File: config.mk
export PLATFORM = sky130hd
export DESIGN_NAME = tick_debouncer
export DESIGN_NICKNAME = d
export VERILOG_FILES = /design/src/rtl/debounce_defs.sv /design/src/rtl/sync_ff.sv /design/src/rtl/tick_debouncer.sv
export SDC_FILE = /design/constraint.sdc
export NUM_CORES = 1
export LEC_CHECK = 0
export ABC_AREA = 1
export CORE_AREA = 2 2 39 41
export CTS_CLUSTER_DIAMETER = 60
export DETAILED_ROUTE_END_ITERATION = 12
export DIE_AREA = 0 0 41 43
export PLACE_DENSITY = 0.56
export REMOVE_ABC_BUFFERS = 1
export SYNTH_ARGS = -nofsm -noshare
export SYNTH_HDL_FRONTEND = slang
export SYNTH_SLANG_ARGS = --single-unit
File: constraint.sdc
create_clock -name clk -period 1.2 [get_ports clk]
set_input_delay 0.18 -clock clk [delete_from_list [all_inputs] [get_ports clk]]
set_output_delay 0.18 -clock clk [all_outputs]
set_load 0.01 [all_outputs]
File: src/rtl/debounce_defs.sv
// Shared definitions for the tick-qualified debouncer: state encodings and
// the counter width helper.
package debounce_defs;

    typedef enum logic [1:0] {
        ST_ZERO  = 2'b00,
        ST_WAIT1 = 2'b01,
        ST_ONE   = 2'b10,
        ST_WAIT0 = 2'b11
    } state_t;

    function automatic int cnt_w(input int stable_ticks);
        return $clog2(stable_ticks + 1);
    endfunction

endpackage

File: src/rtl/sync_ff.sv
// N-stage flip-flop synchronizer for asynchronous inputs; all stages clear to 0
// on asynchronous active-low reset.
module sync_ff #(
    parameter int STAGES = 2,
    parameter int WIDTH  = 1
) (
    input  logic             clk,
    input  logic             rst,
    input  logic [WIDTH-1:0] d,
    output logic [WIDTH-1:0] q
);

    logic [STAGES-1:0][WIDTH-1:0] sync_q;
    logic [STAGES-1:0][WIDTH-1:0] sync_d;

    always_comb begin
        sync_d = {sync_q[STAGES-2:0], d};
    end

    always_ff @(posedge clk or negedge rst) begin
        if (!rst) sync_q <= '0;
        else      sync_q <= sync_d;
    end

    assign q = sync_q[STAGES-1];

endmodule

File: src/rtl/tick_debouncer.sv
// Debounces one raw input: the synchronized level must hold for STABLE_TICKS
// counted tick strobes before db_level follows it; rise/fall pulse on change.
module tick_debouncer
    import debounce_defs::*;
#(
    parameter int STABLE_TICKS = 4,
    parameter int SYNC_STAGES  = 2
) (
    input  logic clk,
    input  logic rst,
    input  logic tick,
    input  logic sw,
    output logic db_level,
    output logic db_rise,
    output logic db_fall
);

    localparam int CNT_W = cnt_w(STABLE_TICKS);
    localparam logic [CNT_W-1:0] CNT_LOAD = CNT_W'(STABLE_TICKS);
    localparam logic [CNT_W-1:0] CNT_LAST = CNT_W'(1);

    logic             sw_s;
    state_t           state_q, state_d;
    logic [CNT_W-1:0] cnt_q, cnt_d;
    logic             level_q, level_d;
    logic             rise_q, rise_d;
    logic             fall_q, fall_d;

    sync_ff #(.STAGES(SYNC_STAGES), .WIDTH(1)) u_sync (
        .clk (clk),
        .rst (rst),
        .d   (sw),
        .q   (sw_s)
    );

    // A tick arriving in the cycle that enters a WAIT state is not counted,
    // since the counter is only loaded on that edge.
    always_comb begin
        state_d = state_q;
        cnt_d   = cnt_q;
        case (state_q)
            ST_ZERO: begin
                if (sw_s) begin
                    state_d = ST_WAIT1;
                    cnt_d   = CNT_LOAD;
                end
            end
            ST_WAIT1: begin
                if (!sw_s)                          state_d = ST_ZERO;
                else if (tick && cnt_q == CNT_LAST) state_d = ST_ONE;
                else if (tick)                      cnt_d   = cnt_q - CNT_W'(1);
            end
            ST_ONE: begin
                if (!sw_s) begin
                    state_d = ST_WAIT0;
                    cnt_d   = CNT_LOAD;
                end
            end
            ST_WAIT0: begin
                if (sw_s)                           state_d = ST_ONE;
                else if (tick && cnt_q == CNT_LAST) state_d = ST_ZERO;
                else if (tick)                      cnt_d   = cnt_q - CNT_W'(1);
            end
            default: state_d = ST_ZERO;
        endcase

        level_d = (state_d == ST_ONE) || (state_d == ST_WAIT0);
        rise_d  = (state_q == ST_WAIT1) && (state_d == ST_ONE);
        fall_d  = (state_q == ST_WAIT0) && (state_d == ST_ZERO);
    end

    always_ff @(posedge clk or negedge rst) begin
        if (!rst) begin
            state_q <= ST_ZERO;
            cnt_q   <= '0;
            level_q <= 1'b0;
            rise_q  <= 1'b0;
            fall_q  <= 1'b0;
        end else begin
            state_q <= state_d;
            cnt_q   <= cnt_d;
            level_q <= level_d;
            rise_q  <= rise_d;
            fall_q  <= fall_d;
        end
    end

    assign db_level = level_q;
    assign db_rise  = rise_q;
    assign db_fall  = fall_q;

endmodule

* Yosys cells after proc, flatten, opt, wreduce, memory -nomap -nowiden
Index checks and enable logic that the tools add are counted.
** Cells by class
- Add/sub/neg operators :: 1
- Equality and inequality tests :: 10
- Muxes and demuxes :: 14
- Reductions and logical operators :: 7
** Operators by type and width (count)
- 3-bit 2-to-1 mux :: 6
- 2-bit 2-to-1 mux :: 6
- 3-bit case mux with 4 select lines :: 1
- 2-bit == test (second input constant) :: 4
- 2-bit case mux with 4 select lines :: 1
- 2-bit logical NOT :: 2
- 2-bit by 1-bit != test with 1-bit output (second input constant) :: 2
- 2-bit != test (second input constant) :: 2
- 4-bit AND reduction :: 1
- 3-bit by 1-bit == test with 1-bit output (second input constant) :: 1
- 1-bit logical AND :: 3
- 3-bit by 1-bit subtractor with 3-bit output (second input constant) :: 1
- 2-bit by 1-bit == test with 1-bit output (second input constant) :: 1
- 1-bit logical OR :: 1
** Storage, ports and cells
- Flip-flop bits (word level) :: 10
- Input bits :: 4
- Output and inout port bits :: 3

* Depth between registers and ports, before layout
- Word-level depth :: 7
- Gate-level depth with buffers :: 9
- Depth with buffers taken out :: 9

* Modules after synthesis
From an unflattened synthesis, not the netlist that was laid out.
** Unflattened totals
- Cell total of the unflattened synthesis :: 50
- Area total of the unflattened synthesis :: 451.7 um2
** Modules (own cells, without submodules)
- tick_debouncer :: times used 1, cells each 48, area an instance 401.6 um2, seq. area each 200.2 um2
- sync_ff :: times used 1, cells each 2, area an instance 50.0 um2, seq. area each 50.0 um2

* Worst setup path before layout
No wires, ideal clock.
- Kind :: register to register
- Start :: register cnt_q[0]
- End :: register level_q (netlist: db_level)
- Data arrival time :: 996 ps
- Data required time :: 1082 ps
- Slack :: 85 ps
- Stages on the path, launching flop included :: 8
- Clock period less this slack :: 1115 ps
- Path through :: dfrtp_1 > ha_1 > nand2_1 > inv_1 > nand2_4 > clkinv_2 > o21ai_2 > inv_1
** On the way
- Longest elaborated chain between the ends :: 7
** Ends and longest elaborated chain
- start: declaration :: line tick_debouncer.sv:24 : logic [CNT_W-1:0] cnt_q, cnt_d;
- start signal: assignment :: line tick_debouncer.sv:81 : cnt_q <= cnt_d;
- 3-bit by 1-bit == test with 1-bit output (*) :: line tick_debouncer.sv:50, tick_debouncer.sv:61
- 1-bit logical AND (*) :: line tick_debouncer.sv:50, tick_debouncer.sv:61
- 2-bit 2-to-1 mux (on tied branches) :: line tick_debouncer.sv:61, tick_debouncer.sv:50
- 2-bit 2-to-1 mux (on tied branches) :: line tick_debouncer.sv:60, tick_debouncer.sv:49
- 2-bit case mux with 4 select lines (*) :: line tick_debouncer.sv:41 : case (state_q)
- 2-bit == test :: line tick_debouncer.sv:67 : level_d = (state_d == ST_ONE) || (state_d == ST_WAIT0);
- 1-bit logical OR (*) :: line tick_debouncer.sv:67
- via level_d :: line tick_debouncer.sv:25 : logic level_q, level_d;
- end signal: assignment :: line tick_debouncer.sv:82 : level_q <= level_d;
- end: declaration :: line tick_debouncer.sv:25
Mark *: on every way through the listed nets, which the timed path passes. The rest lies on a longest branch.
A chain may end at the register's enable or synchronous reset.

* Worst setup path in the final report
Same ends and word-level chain as after synthesis.

==> results.ini <==
[critical_path]
crit_path_top_delay_cell = dfrtp_1
cp.arrival_ns = 1.29
crit_end = db_level
startpoint = cnt_q[0]
cp_max_fo = 7
path_cells = ha_1 -> nand2_1 -> inv_2 -> nand2_4 -> inv_4 -> o21ai_2 -> inv_1
worstSetupPathType = reg2reg
ff2ff_path_depth = 7
rr_endpoint = db_level
rr_startpoint = cnt_q[0]
end_kind = flip-flop
cp.required_ns = 1.35
cp_slowest_stage_delay_ns = 0.40
rrSetupSlack_ns = 0.06
startpoint_type = flip-flop

[route]
vias_per_cell = 4.28
ant_nets = 0
wire_per_inst_um = 8.94
drcViolationCount = 0
dr.pass1.iters = 1
vias = 342
drt_iter0_markers = 0
routed_wl_um = 715

[floorplan]
fp.dieW_um = 41
fp-row-count = 14
io_pins = 7
initial_utilization_pct = 33.4
die_area_um2 = 1760
dieHeight_um = 43
coreArea_um2 = 1380

[clocking]
post_cts_buffers = 0
cts_buffers = 3
cts_hold_buf = 0
htree_levels = 1
clock_latency_ns = 0.26
cts.sinks = 10
cts_tree = yes
cts-root-buf = clkbuf_4
clock_path_buffers = 2
path_clk_slew_ns = 0.07

[cells_and_area]
diodes = 0
fin_area_um2 = 599
utilization_pct = 43.3
num-fill-cells = 134
nNetsFinal = 71
drive_gt1_share_pct = 29.7
syn_to_final_growth_pct = 29.8

[placed_design]
placed_area_um2 = 557
hpwl_um = 554
gp_congestion = 0.657
port_buffers = 6

[global_route]
grt_pass1_vias = 343
grt_usage_pct = 11.4
grt_max_degree = 11
antenna_found_initial = 0
grt_pass1_wl_mm = 1.31
grt-ovfl-total = 0

[yosys]
seq_area_frac_synth_pct = 54.2
ys.warnings.count = 0
synthesis.area_um2 = 462
synth_cell_types = 14
async_flop_share_pct = 100
synthFlopType = dfrtp_1
yosysTopAreaCellShare_pct = 54.2
synth_edf_count = 0
synth.area.top_cells = dfrtp_1 54%, nand2_1 11%, inv_1 8.9%
ys_ff_latch = 10
netlist.top_cell.by_area = dfrtp_1
synthTopCellsByCount = 13 x nand2_1, 11 x inv_1, 10 x dfrtp_1
syn_area_per_cell_um2 = 8.88
syn_inst = 52
synth_most_common_cell = nand2_1

[power]
power_leakage_nw = 0.346
irDropWorstVdd_uv = 834
power_density_nw_per_um2 = 2160

[worst_hold_path]
hold_path.class = in2async

[timing]
hold_viol = 0
fin_crit_ns = 1.14
fin_skew_ns = 0.00128
fin_setup_tns_ns = 0
rsz0062_at_grt = yes
timing.fmax_ghz = 0.876
period_share_pct = 95.1
finalSetupViolations = 0
maxSlewViolCount = 0
worst_pin_slew_ns = 0.426
slew_headroom_pct = 71.5

[job]
maxCapViolCount = 0

[outcome]
status = completed

-- cells in the final DEF (no fill, tap or decap), types with 2 or more instances in the layout --
cell type,instances
clkbuf_4,3
clkdlybuf4s50_1,3
dfrtp_1,10
dlygate4sd2_1,3
inv_1,8
inv_2,4
nand2_1,13
nand2_2,2
nand4_1,3
nor2_1,3
nor2_2,2
-- final cells by class --
type                    count  area (µm²)  share of cell area (%)
clock buffers               4        36.3                    6.05
inverters                  13        51.3                    8.56
multi-input cells          29         166                    27.8
flip-flops and latches     10         250                    41.8
well taps                  16        20.0                    3.34
repair buffers              8        75.1                    12.5
-- worst min path at each step --
stage | end | slack (ns) | depth (start not counted)
final | state_q[1] | 0.22 | 1
after detailed placement | u_sync.q | 0.34 | 0
after global routing | state_q[1] | 0.25 | 1
after global placement | u_sync.q | 0.34 | 0
after CTS | state_q[1] | 0.23 | 1
after floorplan | cnt_q[0] | -0.12 | 0
-- metrics by stage --
| step | hold slack, ns | worst slack [ns] | std cells | power (W) |
|---|---|---|---|---|
| after floorplan | -0.116 | 0.0855 | 52 | 0.000832 |
| after CTS | 0.233 | 0.0229 | 80 | 0.00127 |
| after global placement | 0.336 | -0.0211 | 76 | 0.000979 |
| after detailed placement | 0.336 | -0.0136 | 76 | 0.000987 |
| final | 0.222 | 0.0583 | 80 | 0.00129 |
| after global routing | 0.254 | -0.00129 | 80 | 0.00141 |
-- critical path, delay by kind of cell (launching register included) --
family / cells / cell delay (ns)
AO/OA/AOI/OAI: 1 / 0.14
adder cells (fa/ha/maj): 1 / 0.20
buffers and inverters: 3 / 0.13
flip-flops: 1 / 0.40
AND/OR/NAND/NOR: 2 / 0.16
-- logic make-up after synthesis --
group,Yosys count,synth area share [%]
flip-flops,10,54.2
buffers and inverters,13,10.8
AO/OA/AOI/OAI,1,1.90
AND/OR/NAND/NOR,26,27.6
adder cells (fa/ha/maj),2,5.42
-- report_power, final --
group | internal [W] | total (W) | switching [W]
logic | 0.000209 | 0.000482 | 0.000274
clock network | 0.000184 | 0.000296 | 0.000112
registers | 0.000438 | 0.000515 | 0.0000773
total | 0.000830 | 0.00129 | 0.000463
-- flip-flops by register name, summed over array words and instances (netlist names) --
name,cells
cnt_q,3
state_q,2
db_fall,1
db_level,1
db_rise,1
u_sync.q,1
u_sync.sync_d,1
-- layer usage --
| layer | vias to the layer above | track usage, % | part of all wire (%) |
|---|---|---|---|
| li1 | 181 | - | - |
| met1 | 154 | 13.5 | 47 |
| met2 | 7 | 16.9 | 50 |
| met3 | 0 | 3.14 | 3.1 |
| met4 | 0 | 8.00 | 0 |
| met5 | - | 0 | 0 |
-- what timing repair did --
action,4_1_cts,5_1_grt
gates resized for setup,3,7
pin swaps,0,5
hold endpoints to repair,0,0
cloned,0,0
endpoints found under the setup margin,3,5
Power figures use the tool's default switching activity.
